## src/rtl/bitmap_sched_pkg.sv

```systemverilog
// Shared types, sizes and bit-count helpers for the bitmap pair scheduler.
package bitmap_sched_pkg;
  localparam int WORD_SIZE = 16;
  localparam int ADDR_SIZE = 12;
  localparam int BM_WIDTH  = 4;
  localparam int ROW_W     = 3;
  localparam int IDX_W     = (BM_WIDTH > 1) ? $clog2(BM_WIDTH) : 1;

  typedef logic [WORD_SIZE-1:0] word_t;
  typedef logic [ADDR_SIZE-1:0] addr_t;
  typedef logic [BM_WIDTH-1:0]  bm_t;
  typedef logic [ROW_W-1:0]     rc_t;
  typedef logic [IDX_W-1:0]     idx_t;

  typedef enum logic [2:0] {S_IDLE, S_LOAD, S_ISSUE, S_ADV, S_DONE} state_e;

  function automatic addr_t popcount(input bm_t v);
    addr_t n;
    n = '0;
    for (int b = 0; b < BM_WIDTH; b++) n = n + addr_t'(v[b]);
    return n;
  endfunction

  // Number of set bits strictly below position k: the rank of bit k in the non-zero buffer.
  function automatic addr_t popcount_below(input bm_t v, input idx_t k);
    addr_t n;
    n = '0;
    for (int b = 0; b < BM_WIDTH; b++)
      if (b < int'(k)) n = n + addr_t'(v[b]);
    return n;
  endfunction
endpackage

```

## src/rtl/bitmap_pair_scheduler_if.sv

```systemverilog
// Config, bitmap-read and issue-beat signals of the scheduler; master is the scheduler side.
interface bitmap_pair_scheduler_if;
  import bitmap_sched_pkg::*;

  logic  start;
  rc_t   num_rows_a, num_cols_b;
  addr_t nz_base_a, nz_base_b;
  rc_t   bm_a_idx, bm_b_idx;
  bm_t   bm_a_row, bm_b_col;
  logic  iss_valid, iss_ready;
  addr_t iss_addr_a, iss_addr_b;
  rc_t   iss_row, iss_col;
  logic  iss_last, iss_zero;
  logic  busy, done;

  modport master (
    input  start, num_rows_a, num_cols_b, nz_base_a, nz_base_b, bm_a_row, bm_b_col, iss_ready,
    output bm_a_idx, bm_b_idx, iss_valid, iss_addr_a, iss_addr_b, iss_row, iss_col,
           iss_last, iss_zero, busy, done
  );

  modport slave (
    output start, num_rows_a, num_cols_b, nz_base_a, nz_base_b, bm_a_row, bm_b_col, iss_ready,
    input  bm_a_idx, bm_b_idx, iss_valid, iss_addr_a, iss_addr_b, iss_row, iss_col,
           iss_last, iss_zero, busy, done
  );
endinterface

```

## src/rtl/bitmap_pair_scheduler_lowest_set_bit_picker.sv

```systemverilog
// Picks the lowest set bit of a match mask, flags it as the final one, and returns the remainder.
module lowest_set_bit_picker
  import bitmap_sched_pkg::*;
(
  input  bm_t  mask_i,
  output idx_t idx_o,
  output logic last_o,
  output bm_t  rest_o
);
  always_comb begin
    idx_o = '0;
    for (int b = BM_WIDTH - 1; b >= 0; b--)
      if (mask_i[b]) idx_o = idx_t'(b);
  end

  assign rest_o = mask_i & (mask_i - bm_t'(1));
  assign last_o = (mask_i != '0) && (rest_o == '0);
endmodule

```

## src/rtl/bitmap_pair_scheduler.sv

```systemverilog
// Walks (row i of A, column j of B) pairs, ANDs their bitmaps and issues one
// non-zero-buffer address beat per matching K index (or one zero beat per empty pair).
module bitmap_pair_scheduler
  import bitmap_sched_pkg::*;
(
  input logic clk,
  input logic rst,
  bitmap_pair_scheduler_if.master bus
);
  state_e state_q, state_d;
  rc_t    i_q, i_d, j_q, j_d, nrows_q, nrows_d, ncols_q, ncols_d;
  addr_t  base_a_q, base_a_d, base_b_q, base_b_d, base_b0_q, base_b0_d;
  bm_t    row_a_q, row_a_d, col_b_q, col_b_d, mask_q, mask_d;
  logic   done_q, done_d;

  idx_t pick_idx;
  logic pick_last, mask_zero, vld;
  bm_t  pick_rest;

  lowest_set_bit_picker u_pick (
    .mask_i (mask_q),
    .idx_o  (pick_idx),
    .last_o (pick_last),
    .rest_o (pick_rest)
  );

  // mask_q holds the not-yet-issued matches; it is only empty in ISSUE for an empty pair.
  assign mask_zero      = (mask_q == '0);
  assign vld            = (state_q == S_ISSUE);
  assign bus.iss_valid  = vld;
  assign bus.iss_zero   = vld & mask_zero;
  assign bus.iss_last   = vld & (mask_zero | pick_last);
  assign bus.iss_addr_a = (vld && !mask_zero) ? base_a_q + popcount_below(row_a_q, pick_idx) : '0;
  assign bus.iss_addr_b = (vld && !mask_zero) ? base_b_q + popcount_below(col_b_q, pick_idx) : '0;
  assign bus.iss_row    = vld ? i_q : '0;
  assign bus.iss_col    = vld ? j_q : '0;
  assign bus.bm_a_idx   = i_q;
  assign bus.bm_b_idx   = j_q;
  assign bus.busy       = (state_q != S_IDLE);
  assign bus.done       = done_q;

  always_comb begin
    state_d   = state_q;
    i_d       = i_q;
    j_d       = j_q;
    nrows_d   = nrows_q;
    ncols_d   = ncols_q;
    base_a_d  = base_a_q;
    base_b_d  = base_b_q;
    base_b0_d = base_b0_q;
    row_a_d   = row_a_q;
    col_b_d   = col_b_q;
    mask_d    = mask_q;
    done_d    = 1'b0;
    case (state_q)
      S_IDLE: if (bus.start) begin
        nrows_d   = bus.num_rows_a;
        ncols_d   = bus.num_cols_b;
        i_d       = '0;
        j_d       = '0;
        base_a_d  = bus.nz_base_a;
        base_b_d  = bus.nz_base_b;
        base_b0_d = bus.nz_base_b;
        state_d   = (bus.num_rows_a == '0 || bus.num_cols_b == '0) ? S_DONE : S_LOAD;
      end
      S_LOAD: begin
        row_a_d = bus.bm_a_row;
        col_b_d = bus.bm_b_col;
        mask_d  = bus.bm_a_row & bus.bm_b_col;
        state_d = S_ISSUE;
      end
      S_ISSUE: if (bus.iss_ready) begin
        mask_d = pick_rest;
        if (mask_zero || pick_last) state_d = S_ADV;
      end
      S_ADV: begin
        if (j_q != ncols_q - rc_t'(1)) begin
          j_d      = j_q + rc_t'(1);
          base_b_d = base_b_q + popcount(col_b_q);
          state_d  = S_LOAD;
        end else if (i_q != nrows_q - rc_t'(1)) begin
          i_d      = i_q + rc_t'(1);
          j_d      = '0;
          base_a_d = base_a_q + popcount(row_a_q);
          base_b_d = base_b0_q;
          state_d  = S_LOAD;
        end else begin
          state_d = S_DONE;
        end
      end
      S_DONE: begin
        done_d  = 1'b1;
        state_d = S_IDLE;
      end
      default: state_d = S_IDLE;
    endcase
  end

  always_ff @(posedge clk) begin
    if (rst) begin
      state_q   <= S_IDLE;
      i_q       <= '0;
      j_q       <= '0;
      nrows_q   <= '0;
      ncols_q   <= '0;
      base_a_q  <= '0;
      base_b_q  <= '0;
      base_b0_q <= '0;
      row_a_q   <= '0;
      col_b_q   <= '0;
      mask_q    <= '0;
      done_q    <= 1'b0;
    end else begin
      state_q   <= state_d;
      i_q       <= i_d;
      j_q       <= j_d;
      nrows_q   <= nrows_d;
      ncols_q   <= ncols_d;
      base_a_q  <= base_a_d;
      base_b_q  <= base_b_d;
      base_b0_q <= base_b0_d;
      row_a_q   <= row_a_d;
      col_b_q   <= col_b_d;
      mask_q    <= mask_d;
      done_q    <= done_d;
    end
  end
endmodule

```

## src/flat_wrapper.sv

```systemverilog
// flat-port wrapper written by rule: the top's interface ports become plain ports
module bitmap_pair_scheduler_flat import bitmap_sched_pkg::*;
  (clk, rst, bus_start, bus_num_rows_a, bus_num_cols_b, bus_nz_base_a, bus_nz_base_b, bus_bm_a_row, bus_bm_b_col, bus_iss_ready, bus_bm_a_idx, bus_bm_b_idx, bus_iss_valid, bus_iss_addr_a, bus_iss_addr_b, bus_iss_row, bus_iss_col, bus_iss_last, bus_iss_zero, bus_busy, bus_done);
  bitmap_pair_scheduler_if bus_i ();
  input logic clk;
  input logic rst;
  input wire logic [$bits(bus_i.start)-1:0] bus_start;
  input wire logic [$bits(bus_i.num_rows_a)-1:0] bus_num_rows_a;
  input wire logic [$bits(bus_i.num_cols_b)-1:0] bus_num_cols_b;
  input wire logic [$bits(bus_i.nz_base_a)-1:0] bus_nz_base_a;
  input wire logic [$bits(bus_i.nz_base_b)-1:0] bus_nz_base_b;
  input wire logic [$bits(bus_i.bm_a_row)-1:0] bus_bm_a_row;
  input wire logic [$bits(bus_i.bm_b_col)-1:0] bus_bm_b_col;
  input wire logic [$bits(bus_i.iss_ready)-1:0] bus_iss_ready;
  output wire logic [$bits(bus_i.bm_a_idx)-1:0] bus_bm_a_idx;
  output wire logic [$bits(bus_i.bm_b_idx)-1:0] bus_bm_b_idx;
  output wire logic [$bits(bus_i.iss_valid)-1:0] bus_iss_valid;
  output wire logic [$bits(bus_i.iss_addr_a)-1:0] bus_iss_addr_a;
  output wire logic [$bits(bus_i.iss_addr_b)-1:0] bus_iss_addr_b;
  output wire logic [$bits(bus_i.iss_row)-1:0] bus_iss_row;
  output wire logic [$bits(bus_i.iss_col)-1:0] bus_iss_col;
  output wire logic [$bits(bus_i.iss_last)-1:0] bus_iss_last;
  output wire logic [$bits(bus_i.iss_zero)-1:0] bus_iss_zero;
  output wire logic [$bits(bus_i.busy)-1:0] bus_busy;
  output wire logic [$bits(bus_i.done)-1:0] bus_done;
  assign bus_i.start = bus_start;
  assign bus_i.num_rows_a = bus_num_rows_a;
  assign bus_i.num_cols_b = bus_num_cols_b;
  assign bus_i.nz_base_a = bus_nz_base_a;
  assign bus_i.nz_base_b = bus_nz_base_b;
  assign bus_i.bm_a_row = bus_bm_a_row;
  assign bus_i.bm_b_col = bus_bm_b_col;
  assign bus_i.iss_ready = bus_iss_ready;
  assign bus_bm_a_idx = bus_i.bm_a_idx;
  assign bus_bm_b_idx = bus_i.bm_b_idx;
  assign bus_iss_valid = bus_i.iss_valid;
  assign bus_iss_addr_a = bus_i.iss_addr_a;
  assign bus_iss_addr_b = bus_i.iss_addr_b;
  assign bus_iss_row = bus_i.iss_row;
  assign bus_iss_col = bus_i.iss_col;
  assign bus_iss_last = bus_i.iss_last;
  assign bus_iss_zero = bus_i.iss_zero;
  assign bus_busy = bus_i.busy;
  assign bus_done = bus_i.done;
  bitmap_pair_scheduler u_core (.clk(clk), .rst(rst), .bus(bus_i));
endmodule
```

## config.mk

```make
export PLATFORM = sky130hd
export DESIGN_NAME = bitmap_pair_scheduler_flat
export DESIGN_NICKNAME = d
export VERILOG_FILES = /design/src/rtl/bitmap_sched_pkg.sv /design/src/rtl/bitmap_pair_scheduler_if.sv /design/src/rtl/bitmap_pair_scheduler_lowest_set_bit_picker.sv /design/src/rtl/bitmap_pair_scheduler.sv /design/src/flat_wrapper.sv
export SDC_FILE = /design/constraint.sdc
export NUM_CORES = 1
export LEC_CHECK = 0
export BUFFER_PORTS_ARGS = -buffer_cell sky130_fd_sc_hd__buf_2
export CAP_MARGIN = 25
export CORE_MARGIN = 3
export CORE_UTILIZATION = 55
export CTS_BUF_LIST = sky130_fd_sc_hd__clkbuf_4 sky130_fd_sc_hd__clkbuf_8
export DETAILED_ROUTE_END_ITERATION = 12
export PLACE_DENSITY_LB_ADDON = 0.05
export SETUP_SLACK_MARGIN = 0.5
export SYNTH_ARGS = -nofsm -noshare
export SYNTH_HDL_FRONTEND = slang
export SYNTH_HIERARCHICAL = 1
export SYNTH_SLANG_ARGS = --single-unit
```

## constraint.sdc

```tcl
create_clock -name clk -period 10 [get_ports clk]
set_input_delay 0.5 -clock clk [delete_from_list [all_inputs] [get_ports clk]]
set_output_delay 0.5 -clock clk [all_outputs]
set_load 0.01 [all_outputs]
```

==> results.cfg, run 1 <==
[sta]
hold_viol = 0
final-setup-viol-count = 0
tightest_slew_ps = 924
period_share_pct = 51.7
max_freq_ghz = 0.193
skew_ps = 14.2
fin_tns_setup_ps = 0
max_slew_margin_pct = 37.9
drv_slew = 0
whs_ps = 403
fin_crit_ps = 5170
fin_ws_ps = 4830
rsz0062_at_grt = false

[floorplanning]
die_height_microns = 95.6
initial_core_util_pct = 56.8
pin_count = 83
rows = 32
die_x_microns = 95.6
core_area_sq_um = 7770
die_area_sq_um = 9130

[finish]
final_common_cell = buf_2
fillers = 728
register_area_sq_um = 1280
multiInputGateArea_sq_um = 2860
final_nets = 703
layout.cells.non_filler = 742
final_util_pct = 65.4
final_cell_mix = 82 x buf_2, 74 x nand2_1, 66 x nor2_1
drive_gt1_share_pct = 18.9
antenna_cells = 0
syn2layout_area_growth_pct = 15.1

[cts]
cts_setup_buffers = 0
cts_tree = yes
cts_root_buffer = clkbuf_8
hold_buffers = 0
clk_pin_slew_ps = 80
clock_latency_ps = 340
clock-sinks = 64
h-tree-depth = 3
cts_buffers = 9
cts_resized = 0
clk_path_buf_depth = 2

[synth]
yosysUniqueCellTypes = 62
syn_inst = 579
synth-seq-area-share_pct = 29.0
synth_top_family_by_area = simple AND/OR/NAND/NOR gates
synth_area_sq_um = 4410
synthSimpleGateAreaFrac_pct = 25.9
synth_async_sr_flop_share_pct = 0
synth.yosys.warnings = 6
synth_compound_area_share_pct = 20.0
synthAdderAreaFrac_pct = 8.74
synth-edff-count = 0
synth_seq_cells = 64
synth_nets = 647
synth_ff_type = dfxtp_1
netlist.area_leader.share_pct = 29.0
synth-xor-area-share_pct = 6.58
synth_area_leaders = dfxtp_1 29%, nand2_1 6.3%, a21oi_1 6.1%, nor2_1 5.6%, ha_1 5.1%
synth_mux_area_share_pct = 3.35
yosysTopAreaCell = dfxtp_1
post_synth.cell_area_avg_sq_um = 7.62

[grt]
grt_pass1_vias = 3930
grt_max_degree = 73
antenna_found_initial = 0
gr-usage-all-layers_pct = 25.2
grt.overflow.total = 0
grt_pass1_wl_mm = 18.5

[worst_hold_path]
hold_start = bus_nz_base_b[10]
holdCritPathClass = in -> reg
min_path_cells = 3

[drt]
drt-pass1-iter-count = 5
ant_nets = 0
drt_iter0_drc = 173
wl_per_cell_microns = 15.1
wirelength_mm = 11.2
vias = 4222
drc = 0
vias_per_cell = 5.69

[worst_setup_path]
reg2reg_depth = 8
r2r_slack_ps = 7100
crit_fanout = 11
reg2reg_from = u_core/ncols_q[0]
crit_required_ps = 9500
critPathArrivalTime_ps = 4670
cp-startpoint = u_core/mask_q[2]
startpoint_type = flop
cp-end-kind = output port
setup.worst_path.class = reg -> out

[power]
swShare_pct = 33.8
power.share.clock_pct = 33.6
worst_ir_drop_vdd_uv = 113
p_comb_share_pct = 26.6
pwr-share-seq_pct = 39.7
p_int_w = 0.000554
total_leakage_power_nw = 2.11
p_sw_w = 0.000283
power.density_nw_per_um2 = 165

[run]
cap_violations = 0

[placed_design]
io_buffers = 82
dpl_worst_slack_ps = 5210
place.gp.congestion = 0.880
dp_cells = 726
hpwlAfterDp_mm = 7.58

[run_status]
outcome = finished, final reports clean
worst max-delay path, cell delays in order (launching register included):
cell and delay (ps):
dfxtp_1 480, nor2_1 110, nor3_1 720, o21a_1 260, ha_1 230, mux2_2 280, ha_1 190, ha_1 260
mux2_2 250, and2_1 180, ha_1 270, a21o_1 150, a21oi_1 380, nor2_1 140, a31oi_1 190, nor3_1 70
buf_2 180
kinds of logic after synthesis:
group / after synthesis
AND/OR/NAND/NOR: 239
AO/OA/AOI/OAI: 135
buffers and inverters: 70
flip-flops: 64
XOR/XNOR: 30
adder cells (fa/ha/maj): 26
multiplexers: 14
other: 1
cells in the mapped netlist, drive strengths merged, types with 7 or more instances:
cell and count:
a211o 7, a211oi 8, a21oi 55, a311oi 7, and2 12, and3 8, buf 9, clkbuf 35
dfxtp 64, fa 8, ha 18, inv 26, mux2i 8, nand2 74, nand3 9, nor2 66
nor2b 7, nor3 24, o21ai 17, or3 7, xnor2 17, xor2 11
through the flow:
step,power [W],area [sq um]
floorplan,0.000494,4410
detailed placement,0.000559,4830
finish,0.000837,5080
CTS,0.000842,5080
global placement,0.000551,4830
global route,0.000890,5080
final cells by class:
type	instances	area share, %
Multi-Input combinational cell	445	56.3
Inverter	26	1.92
Tap cell	102	2.51
Clock buffer	10	2.71
Sequential cell	64	25.2
Clock inverter	6	2.24
Timing Repair Buffer	89	9.11
power by group through the flow:
stage	sequential, W	combinational (W)	clock [W]
after global routing	0.000338	0.000254	0.000297
after global placement	0.000336	0.000215	0
final	0.000333	0.000223	0.000281
after CTS	0.000332	0.000224	0.000287
after floorplan	0.000317	0.000177	0
after detailed placement	0.000337	0.000222	0
final timing paths:
check	to
min reg2reg	u_core/base_b0_q[3]
max reg2reg	u_core/base_a_q[8]
max	bus_iss_addr_a[7]
min	u_core/base_b0_q[10]
sequential cells by signal, indices dropped and copies added (netlist names):
| name | cells |
|---|---|
| u_core/base_a_q | 12 |
| u_core/base_b0_q | 12 |
| u_core/base_b_q | 12 |
| u_core/col_b_q | 4 |
| u_core/mask_q | 4 |
| u_core/row_a_q | 4 |
| u_core/bus.bm_a_idx | 3 |
| u_core/bus.bm_b_idx | 3 |
| u_core/ncols_q | 3 |
| u_core/nrows_q | 3 |
| u_core/state_q | 3 |
| u_core/bus.done | 1 |
per-layer routing:
layer | vias to the layer above | track usage, % | part of all wire (%)
li1 | 2140 | - | -
met1 | 1963 | 33.9 | 46
met2 | 114 | 42.0 | 48
met3 | 5 | 3.47 | 5.5
met4 | 0 | 7.58 | 0.46
met5 | - | 0 | 0
Note: power is estimated with default switching activity, not from simulation.
==> inputs of run 2 (changes only) <==
clock period = 5.2 ns   (was 10 ns; I/O delays follow)
==> run 2 against run 1 <==
Compared with the run above:
- hold slack lost 250 ps
- sequential power grew 92%
- clock skew is essentially flat
- sequential cell count is the same
- global-route usage shrank 0.12 points
- critical path type unchanged
- largest power group unchanged
==> results.cfg, run 2 (synthesized netlist as in run 1, its figures left out) <==
[run_status]
outcome = finished, final reports clean

[finish]
drive_gt1_share_pct = 19.8
final_cell_mix = 82 x buf_2, 74 x nand2_1, 66 x nor2_1
final_common_cell = buf_2
register_area_sq_um = 1290
layout.cells.non_filler = 743
fillers = 710
syn2layout_area_growth_pct = 15.2
antenna_cells = 0
reg.largest.list = u_core/base_a_q (12), u_core/base_b0_q (12), u_core/base_b_q (12)
multiInputGateArea_sq_um = 2870
final_nets = 704

[worst_hold_path]
holdCritPathClass = in -> reg

[power]
worst_ir_drop_vdd_uv = 202
total_leakage_power_nw = 2.11
p_int_w = 0.00103
p_sw_w = 0.000547
swShare_pct = 34.7
p_comb_share_pct = 27.6
pwr-share-seq_pct = 40.7
power.density_nw_per_um2 = 310
power.share.clock_pct = 31.8

[cts]
h-tree-depth = 3
cts_tree = yes
cts_buffers = 9
clock_latency_ps = 350
clk_path_buf_depth = 2
clock-sinks = 64
cts_root_buffer = clkbuf_8
hold_buffers = 0
clk_pin_slew_ps = 70

[worst_setup_path]
critPathMostFrequentCell = ha_1
critPathArrivalTime_ps = 4240
setup.worst_path.class = reg -> out
cpMaxStageDelayCell = a21oi_1
worstPathCellList = nor2_1 > nor3_1 > buf_4 > o21a_1 > ha_1 > mux2_2 > ha_1 > ha_1 > mux2_2 > and2_1 > ha_1 > a21o_1 > a21oi_1 > nor3_1 > xnor2_1 > nor2_1 > buf_2
crit_fanout = 11
cp-end-kind = output port
cp_slowest_stage_delay_ps = 450
crit_required_ps = 4940
startpoint_type = flop

[sta]
max_slew_margin_pct = 38.5
hold_viol = 0
fin_tns_setup_ps = 0
drv_slew = 0
max_freq_ghz = 0.222
rsz0062_at_grt = false
tightest_slew_ps = 920
final-setup-viol-count = 0
period_share_pct = 86.6
fin_crit_ps = 4500
skew_ps = 14.2

[floorplanning]
pin_count = 83
rows = 32
die_x_microns = 95.6
die_area_sq_um = 9130
die_height_microns = 95.6
core_area_sq_um = 7770
initial_core_util_pct = 56.8

[drt]
wirelength_mm = 11.5
ant_nets = 0
vias_per_cell = 5.79
drt_iter0_drc = 235
drc = 0
wl_per_cell_microns = 15.4
vias = 4304
drt-pass1-iter-count = 4

[run]
cap_violations = 0

[placed_design]
hpwlAfterDp_mm = 7.69
dp_cells = 727
io_buffers = 82
place.gp.congestion = 0.888

[grt]
grt_pass1_wl_mm = 18.2
gr-usage-all-layers_pct = 25.1
grt_max_degree = 73
grt.overflow.total = 0
grt_pass1_vias = 3930
antenna_found_initial = 0
[run 2: repair_timing]
action	4_1_cts	5_1_grt
setup buffers	0	0
endpoints found under the setup margin	0	15
gates resized for setup	0	6
[run 2: stage by stage]
step / setup WS [ps] / instance area (sq um) / power (W) / hold slack [ps] / utilization, %
4_1_cts: 553 / 5070 / 0.00158 / 140 / 65.2
3_5_place_dp: 955 / 4840 / 0.00108 / 448 / 62.3
5_1_grt: 523 / 5080 / 0.00167 / 155 / 65.4
6_report: 697 / 5080 / 0.00158 / 158 / 65.4
3_3_place_gp: 1090 / 4840 / 0.00106 / 441 / 62.3
2_1_floorplan: 1370 / 4410 / 0.000951 / 396 / -
[run 2: critical path, delay by kind of cell (launching register included)]
family	cells	cell delay (ps)
multiplexers	2	570
AND/OR/NAND/NOR	5	680
adder cells (fa/ha/maj)	4	980
buffers and inverters	2	360
XOR/XNOR	1	150
flip-flops	1	410
AO/OA/AOI/OAI	3	770
[run 2: per-layer routing]
metal  GRT usage, %  up-vias  wire length [microns]
met5              0        -                      0
met4           6.52        0                     84
met3           4.89        8                    668
met2           42.7      135                   5550
met1           32.5     2022                   5180
li1               -     2139                      -
[run 2: path summary, 6_finish.rpt]
path	from	endpoint	slack (ps)	depth (start not counted)
worst max-delay path	u_core/mask_q[2]	bus_iss_addr_b[11]	700	17
worst min register to register	u_core/base_b0_q[8]	u_core/base_b0_q[8]	460	2
worst max register to register	u_core/ncols_q[0]	u_core/base_a_q[9]	2310	8
worst min-delay path	bus_nz_base_b[10]	u_core/base_b0_q[10]	160	3
[run 2: cell type report]
type	count	area share, %
multi-input cells	445	56.5
flip-flops and latches	64	25.3
repair buffers	90	9.26
clock buffers	11	2.98
well taps	102	2.51
inverters	26	1.92
clock inverters	5	1.55
[run 2: power by group through the flow]
stage	sequential (W)	clock (W)	combinational (W)
after floorplan	0.000610	0	0.000341
after global placement	0.000646	0	0.000416
after detailed placement	0.000649	0	0.000429
after CTS	0.000638	0.000513	0.000433
after global routing	0.000652	0.000530	0.000489
final	0.000641	0.000501	0.000435
